==> config.mk <==
export PLATFORM = sky130hd
export DESIGN_NAME = delay_latency_probe
export DESIGN_NICKNAME = d
export VERILOG_FILES = /design/src/rtl/delay_latency_probe_pkg.sv /design/src/rtl/delay_latency_probe.sv
export SDC_FILE = /design/constraint.sdc
export NUM_CORES = 1
export LEC_CHECK = 0
export ABC_AREA = 1
export BUFFER_PORTS_ARGS = -buffer_cell sky130_fd_sc_hd__buf_2
export CORE_ASPECT_RATIO = 1.1
export CORE_UTILIZATION = 35
export DETAILED_ROUTE_END_ITERATION = 10
export PLACE_DENSITY = 0.6
export SETUP_SLACK_MARGIN = 0.05
export SYNTH_ARGS = -nofsm -noshare
export SYNTH_HDL_FRONTEND = slang
export SYNTH_SLANG_ARGS = --single-unit
==> constraint.sdc <==
create_clock -name clk -period 2 [get_ports clk]
set_input_delay 0.4 -clock clk [delete_from_list [all_inputs] [get_ports clk]]
set_output_delay 0.4 -clock clk [all_outputs]
set_load 0.02 [all_outputs]
==> src/rtl/delay_latency_probe_pkg.sv <==
// Shared definitions for the delay-line latency probe: FSM states and default sizing.
package delay_latency_probe_pkg;

  typedef enum logic [2:0] {
    IDLE   = 3'd0,
    FLUSH  = 3'd1,
    LAUNCH = 3'd2,
    WAIT   = 3'd3,
    REPORT = 3'd4
  } state_e;

  localparam int DEFAULT_FLUSH_LEN = 128;
  localparam int DEFAULT_MAX_LAT   = 255;

endpackage

==> src/rtl/delay_latency_probe.sv <==
// Measures the latency of an external delay line by flushing it with zeros,
// launching a one-cycle marker and counting cycles until the marker returns.
module delay_latency_probe
  import delay_latency_probe_pkg::*;
#(
  parameter int WIDTH     = 8,
  parameter int FLUSH_LEN = DEFAULT_FLUSH_LEN,
  parameter int MAX_LAT   = DEFAULT_MAX_LAT
) (
  input  logic             clk,
  input  logic             rst,
  input  logic             start,
  input  logic [WIDTH-1:0] pattern,
  output logic [WIDTH-1:0] dl_data,
  input  logic [WIDTH-1:0] dl_out,
  output logic             busy,
  output logic             done,
  output logic             timeout,
  output logic [7:0]       latency
);

  localparam logic [7:0] FLUSH_LAST = 8'(FLUSH_LEN - 1);
  localparam logic [7:0] MAX_LAST   = 8'(MAX_LAT);

  state_e           state_q, state_d;
  logic [WIDTH-1:0] pattern_q, pattern_d;
  logic [7:0]       cnt_q, cnt_d;
  logic [WIDTH-1:0] dl_data_q, dl_data_d;
  logic             busy_q, busy_d;
  logic             done_q, done_d;
  logic             timeout_q, timeout_d;
  logic [7:0]       latency_q, latency_d;

  always_ff @(posedge clk) begin
    if (rst) begin
      state_q   <= IDLE;
      pattern_q <= '0;
      cnt_q     <= '0;
      dl_data_q <= '0;
      busy_q    <= 1'b0;
      done_q    <= 1'b0;
      timeout_q <= 1'b0;
      latency_q <= '0;
    end else begin
      state_q   <= state_d;
      pattern_q <= pattern_d;
      cnt_q     <= cnt_d;
      dl_data_q <= dl_data_d;
      busy_q    <= busy_d;
      done_q    <= done_d;
      timeout_q <= timeout_d;
      latency_q <= latency_d;
    end
  end

  // One counter serves both phases: flush length in FLUSH, elapsed cycles in WAIT.
  always_comb begin
    state_d   = state_q;
    pattern_d = pattern_q;
    cnt_d     = cnt_q;
    done_d    = 1'b0;
    timeout_d = timeout_q;
    latency_d = latency_q;

    case (state_q)
      IDLE: begin
        if (start && (pattern != '0)) begin
          pattern_d = pattern;
          timeout_d = 1'b0;
          cnt_d     = 8'd0;
          state_d   = FLUSH;
        end
      end
      FLUSH: begin
        if (cnt_q == FLUSH_LAST) begin
          state_d = LAUNCH;
        end else begin
          cnt_d = cnt_q + 8'd1;
        end
      end
      LAUNCH: begin
        cnt_d   = 8'd1;
        state_d = WAIT;
      end
      WAIT: begin
        // A match on the last allowed cycle still wins over the timeout.
        if (dl_out == pattern_q) begin
          latency_d = cnt_q;
          done_d    = 1'b1;
          state_d   = REPORT;
        end else if (cnt_q >= MAX_LAST) begin
          timeout_d = 1'b1;
          latency_d = 8'hFF;
          state_d   = REPORT;
        end else if (cnt_q != 8'hFF) begin
          cnt_d = cnt_q + 8'd1;
        end
      end
      REPORT: begin
        state_d = IDLE;
      end
      default: begin
        state_d = IDLE;
      end
    endcase

    dl_data_d = (state_d == LAUNCH) ? pattern_q : '0;
    busy_d    = (state_d != IDLE);
  end

  assign dl_data = dl_data_q;
  assign busy    = busy_q;
  assign done    = done_q;
  assign timeout = timeout_q;
  assign latency = latency_q;

endmodule

Word-level counts from Yosys, hierarchy flattened

Index checks and enable logic that the tools add are counted.

Input port bits: 19
Register bits: 38

Bitwise operators: 2
Equality and inequality tests: 13
Mux-type cells: 18
Add/subtract/negate cells: 1
Reductions and logical operators: 13
$lt $le $gt $ge: 1

Operators by type and width:

| cell                                          | count |
|---|---|
| two-way mux 8 bit                             | 7 |
| one-hot mux 8 bit (4 select lines)            | 1 |
| two-way mux 3 bit                             | 4 |
| != test 2 bit, second input constant          | 6 |
| one-hot mux 3 bit (4 select lines)            | 1 |
| == test 3 x 2 -> 1 bit, second input constant | 3 |
| adder 8 x 1 -> 8 bit, second input constant   | 1 |
| == test 8 x 7 -> 1 bit, second input constant | 1 |
| == test 8 bit                                 | 1 |
| >= comparator 8 bit, second input constant    | 1 |
| != test 8 bit, second input constant          | 1 |
| nonzero test 8 bit                            | 1 |
| AND reduction 6 bit                           | 1 |
| two-way mux 1 bit                             | 4 |
| AND reduction 2 bit                           | 2 |
| AND reduction 4 bit                           | 1 |
| nonzero test 2 bit                            | 2 |
| nonzero test 4 bit                            | 1 |
| OR reduction 2 bit                            | 2 |
| == test 3 x 1 -> 1 bit, second input constant | 1 |
| zero test 3 bit                               | 1 |
| nonzero test 3 bit                            | 1 |
| inverter 1 bit                                | 2 |
| one-hot mux 1 bit (2 select lines)            | 1 |
| logical AND 1 bit                             | 1 |

Longest topological paths before layout

Word-level depth: 7
Mapped depth: 11

Worst setup path after synthesis

OpenSTA, ideal clock, no wires.

Path type: flip-flop to flip-flop
From: register cnt_q[0]
To: register dl_data_q[0] (netlist: dl_data[0])
Path slack: 0.546 ns
Arrival: 1.339 ns
Stages on the path, launching flop included: 10
Period minus slack after synthesis: 1.454 ns
Cell sequence: dfxtp_1 -> ha_1 -> nand2_1 -> nor2_1 -> nand3_2 -> nand2_2 -> a21oi_4 -> nand3_4 -> nand3_4 -> nor2_2

Longest elaborated chain between the ends: 7

RTL lines:

| element                               | RTL line                   | text |
|---|---|---|
| from (decl)                           | delay_latency_probe.sv:27  | `logic [7:0] cnt_q, cnt_d;` |
| from (signal assigned)                | delay_latency_probe.sv:47  | `cnt_q <= cnt_d;` |
| >= comparator 8 bit                   | delay_latency_probe.sv:91  | `end else if (cnt_q >= MAX_LAST) begin` |
| two-way mux 3 bit                     | delay_latency_probe.sv:91  |  |
| two-way mux 3 bit                     | delay_latency_probe.sv:87  | `if (dl_out == pattern_q) begin` |
| one-hot mux 3 bit (4 select lines) *  | delay_latency_probe.sv:65  | `case (state_q)` |
| == test 3 x 2 -> 1 bit *              | delay_latency_probe.sv:107 | `dl_data_d = (state_d == LAUNCH) ? pattern_q : '0;` |
| inverter 1 bit (no source line) *     | --                         |  |
| OR reduction 2 bit (no source line) * | --                         |  |
| to (signal assigned)                  | delay_latency_probe.sv:48  | `dl_data_q <= dl_data_d;` |
| to (decl)                             | delay_latency_probe.sv:28  | `logic [WIDTH-1:0] dl_data_q, dl_data_d;` |

Every way passes the cells marked *; elsewhere a longest branch is shown, timed or not.
A chain may end at the register's enable or synchronous reset.

Final worst setup path

From: register cnt_q[1]
To: register dl_data_q[0] (netlist: dl_data[0])

The elaborated chain is that of the path after synthesis.

==> impl_metrics.py <==
metrics = {
    "status": {
        "status": "finished clean",
    },
    "synthesis": {
        "ys_seq_area_frac": 0.424,
        "synth_top_area_cell": "dfxtp_1",
        "synth_area_mm2": 0.00179,
        "syn_inst": 239,
        "synth-seq-cells": 38,
        "avgSynthCellArea_um2": 7.51,
        "synth_area_leaders": "dfxtp_1 (42%), nand2_1 (9.0%), nor2_1 (7.3%), inv_1 (5.2%), a21oi_1 (4.7%)",
        "synthMostInstantiatedCell": "nand2_1",
        "ys_async_sr_fraction": 0,
        "synth_cell_types": 29,
        "yosysWarnings": 0,
        "synth_common_cells": "nand2_1 (43), dfxtp_1 (38), nor2_1 (35)",
        "synth_edf_count": 0,
        "netlist.area_leader.share": 0.424,
        "synth.net_count": 259,
        "ys.flop_type": "dfxtp_1",
    },
    "critical_path": {
        "crit_required_ns": 2.23,
        "timing.rr.start": "cnt_q[1]",
        "worstReg2RegEnd": "dl_data[0]",
        "crit_path_start_kind": "flop",
        "path_cells": "ha_1 -> nand2_1 -> inv_1 -> nand3_1 -> inv_1 -> nand3_4 -> nand3_4 -> nand3_4 -> nor2_2",
        "worstPathMaxFanout": 9,
        "critPathCapture": "dl_data[0]",
        "rrSetupSlack_ns": 0.36,
        "cp_num_cells": 9,
        "cp-end-kind": "flop",
        "slowest_stage": "dfxtp_1",
        "r2r_cells": 9,
        "path_buf_inv": 2,
        "cp-startpoint": "cnt_q[1]",
        "max_stage_delay_ns": 0.40,
        "crit_path_frequent_cell": "nand3_4",
        "cp_top_family": "simple AND/OR/NAND/NOR gates",
        "cp.arrival_ns": 1.87,
        "path_class": "reg -> reg",
    },
    "placed_design": {
        "place_inst": 331,
        "hpwl_mm": 2.86,
        "dpl_cell_area_mm2": 0.00206,
        "dpl_worst_slack_ns": 0.243,
        "io_buffers": 37,
        "gp_congestion": 0.889,
    },
    "floorplan": {
        "die_x_um": 70.3,
        "die_h_um": 77.1,
        "start_util": 0.375,
        "rows": 26,
        "io_pins": 38,
        "die_area_mm2": 0.00542,
        "core_mm2": 0.00478,
    },
    "timing": {
        "tightest_slew_ns": 0.476,
        "finalSetupTns_ns": 0,
        "fmax_mhz": 609,
        "hold_violations": 0,
        "finalWorstSetupSlack_ns": 0.359,
        "rsz0062_at_grt": "false",
        "slew_headroom": 0.683,
        "min_period_ns": 1.64,
        "drv_slew": 0,
        "fin_skew_ns": 0.00888,
        "post-route-period-util": 0.821,
        "setup_violations": 0,
        "whs_ns": 0.385,
    },
    "power_and_ir_drop": {
        "p_leak_nw": 1.02,
        "ir_drop_mv": 0.419,
        "power.density_mw_per_mm2": 792,
    },
    "clock_tree": {
        "clkTransAtPathRegs_ns": 0.07,
        "cts-root-buf": "clkbuf_8",
        "cts_hold_buf": 0,
        "cts_tree": "done",
        "max-clock-path-buffers": 2,
        "numCtsBuffers": 5,
        "clock_latency_ns": 0.29,
        "htree_levels": 2,
        "clock_sinks": 38,
        "cts_resized": 0,
        "postCtsSetupRepairBufs": 0,
    },
    "route": {
        "vias_per_cell": 4.61,
        "via_count": 1563,
        "dr.pass1.iters": 4,
        "drc_errors": 0,
        "wl_per_cell_um": 10.6,
        "ant_nets": 0,
        "drt_wl_total_mm": 3.59,
        "drtIter0Drc": 85,
    },
    "cells_and_area": {
        "areaGrowthSynthToFinish_pct": 22.5,
        "antennaDiodeCount": 0,
        "nets": 302,
        "regArea_um2": 761,
        "design_area_mm2": 0.00220,
        "fillCellCount": 474,
        "multi_input_area_um2": 881,
        "drive_gt1_frac": 0.279,
        "stdcell_count": 339,
    },
    "global_route": {
        "antenna_found_initial": 0,
        "track_usage": 0.155,
        "grt_max_degree": 16,
        "overflow": 0,
        "grt_pass1_vias": 1503,
        "grt_pass1_wl_mm": 6.52,
    },
    "worst_hold_path": {
        "hold_path.class": "in -> reg",
    },
    "flow_run": {
        "maxCapViolCount": 0,
    },
}
## layer usage
metal  vias up  global-route usage  wire length, um
met1       667               0.195             1670
met4         0               0.104              133
li1        845                   -                -
met2        41               0.227             1580
met3        10              0.0447              200
met5         -                   0                0
## cells in the final DEF, fill, tap and decap left out, types with 7 or more instances in the layout
cell | Yosys | final
nand2_1 | 43 | 43
nand4_1 | 7 | 7
a21oi_1 | 17 | 17
nand3_1 | 9 | 9
o21ai_0 | 9 | 9
o21ai_1 | 8 | 8
inv_1 | 25 | 25
buf_2 | 1 | 37
dfxtp_1 | 38 | 38
nor2_2 | 9 | 9
nor2_1 | 35 | 35
## flip-flops by register name (all words and copies together), names as in the netlist
signal and cells:
cnt_q 8, dl_data 8, busy 1, state_q 3, timeout 1, latency 8
done 1, pattern_q 8
## cells by family after synthesis
| logic type | synth area share |
|---|---|
| AO/OA/AOI/OAI | 0.116 |
| XOR/XNOR | 0.0342 |
| adder cells (fa/ha/maj) | 0.00697 |
| buffers and inverters | 0.0851 |
| flip-flops | 0.424 |
| AND/OR/NAND/NOR | 0.333 |
## worst register-to-register path, delay by kind of cell, from the launching register on
kind	cells	cell delay (ns)
and+or+nand+nor	6	0.78
buffers and inverters	2	0.23
adders and majority gates	1	0.19
DFF	1	0.40
## layout make-up
cell class	count	area share
Clock buffer	6	0.0376
Clock inverter	2	0.0273
Inverter	32	0.0552
Timing Repair Buffer	42	0.101
Tap cell	56	0.0319
Multi-Input combinational cell	163	0.401
Sequential cell	38	0.346
## worst min-delay path by stage
| stage | endpoint | depth (start not counted) | start | slack [ns] |
|---|---|---|---|---|
| 6_report | cnt_q[5] | 2 | rst | 0.38 |
| 5_1_grt | cnt_q[2] | 2 | rst | 0.39 |
| 4_1_cts | cnt_q[5] | 2 | rst | 0.37 |
| 3_5_place_dp | timeout | 2 | timeout | 0.45 |
| 3_3_place_gp | timeout | 2 | timeout | 0.45 |
| 2_1_floorplan | dl_data[1] | 2 | pattern_q[1] | 0.44 |
## power breakdown
| group | internal, mW | leakage [nW] | switching [mW] | total (mW) |
|---|---|---|---|---|
| clock | 0.532 | 0.0714 | 0.258 | 0.790 |
| sequential | 0.778 | 0.309 | 0.0157 | 0.794 |
| combinational | 0.0653 | 0.638 | 0.0919 | 0.157 |
## through the flow
stage / power (mW) / util
after global routing: 1.83 / 0.460
after detailed placement: 0.971 / 0.430
after floorplan: 0.916 / -
final: 1.74 / 0.460
after global placement: 0.969 / 0.430
after CTS: 1.77 / 0.460
Power figures use the tool's default switching activity.
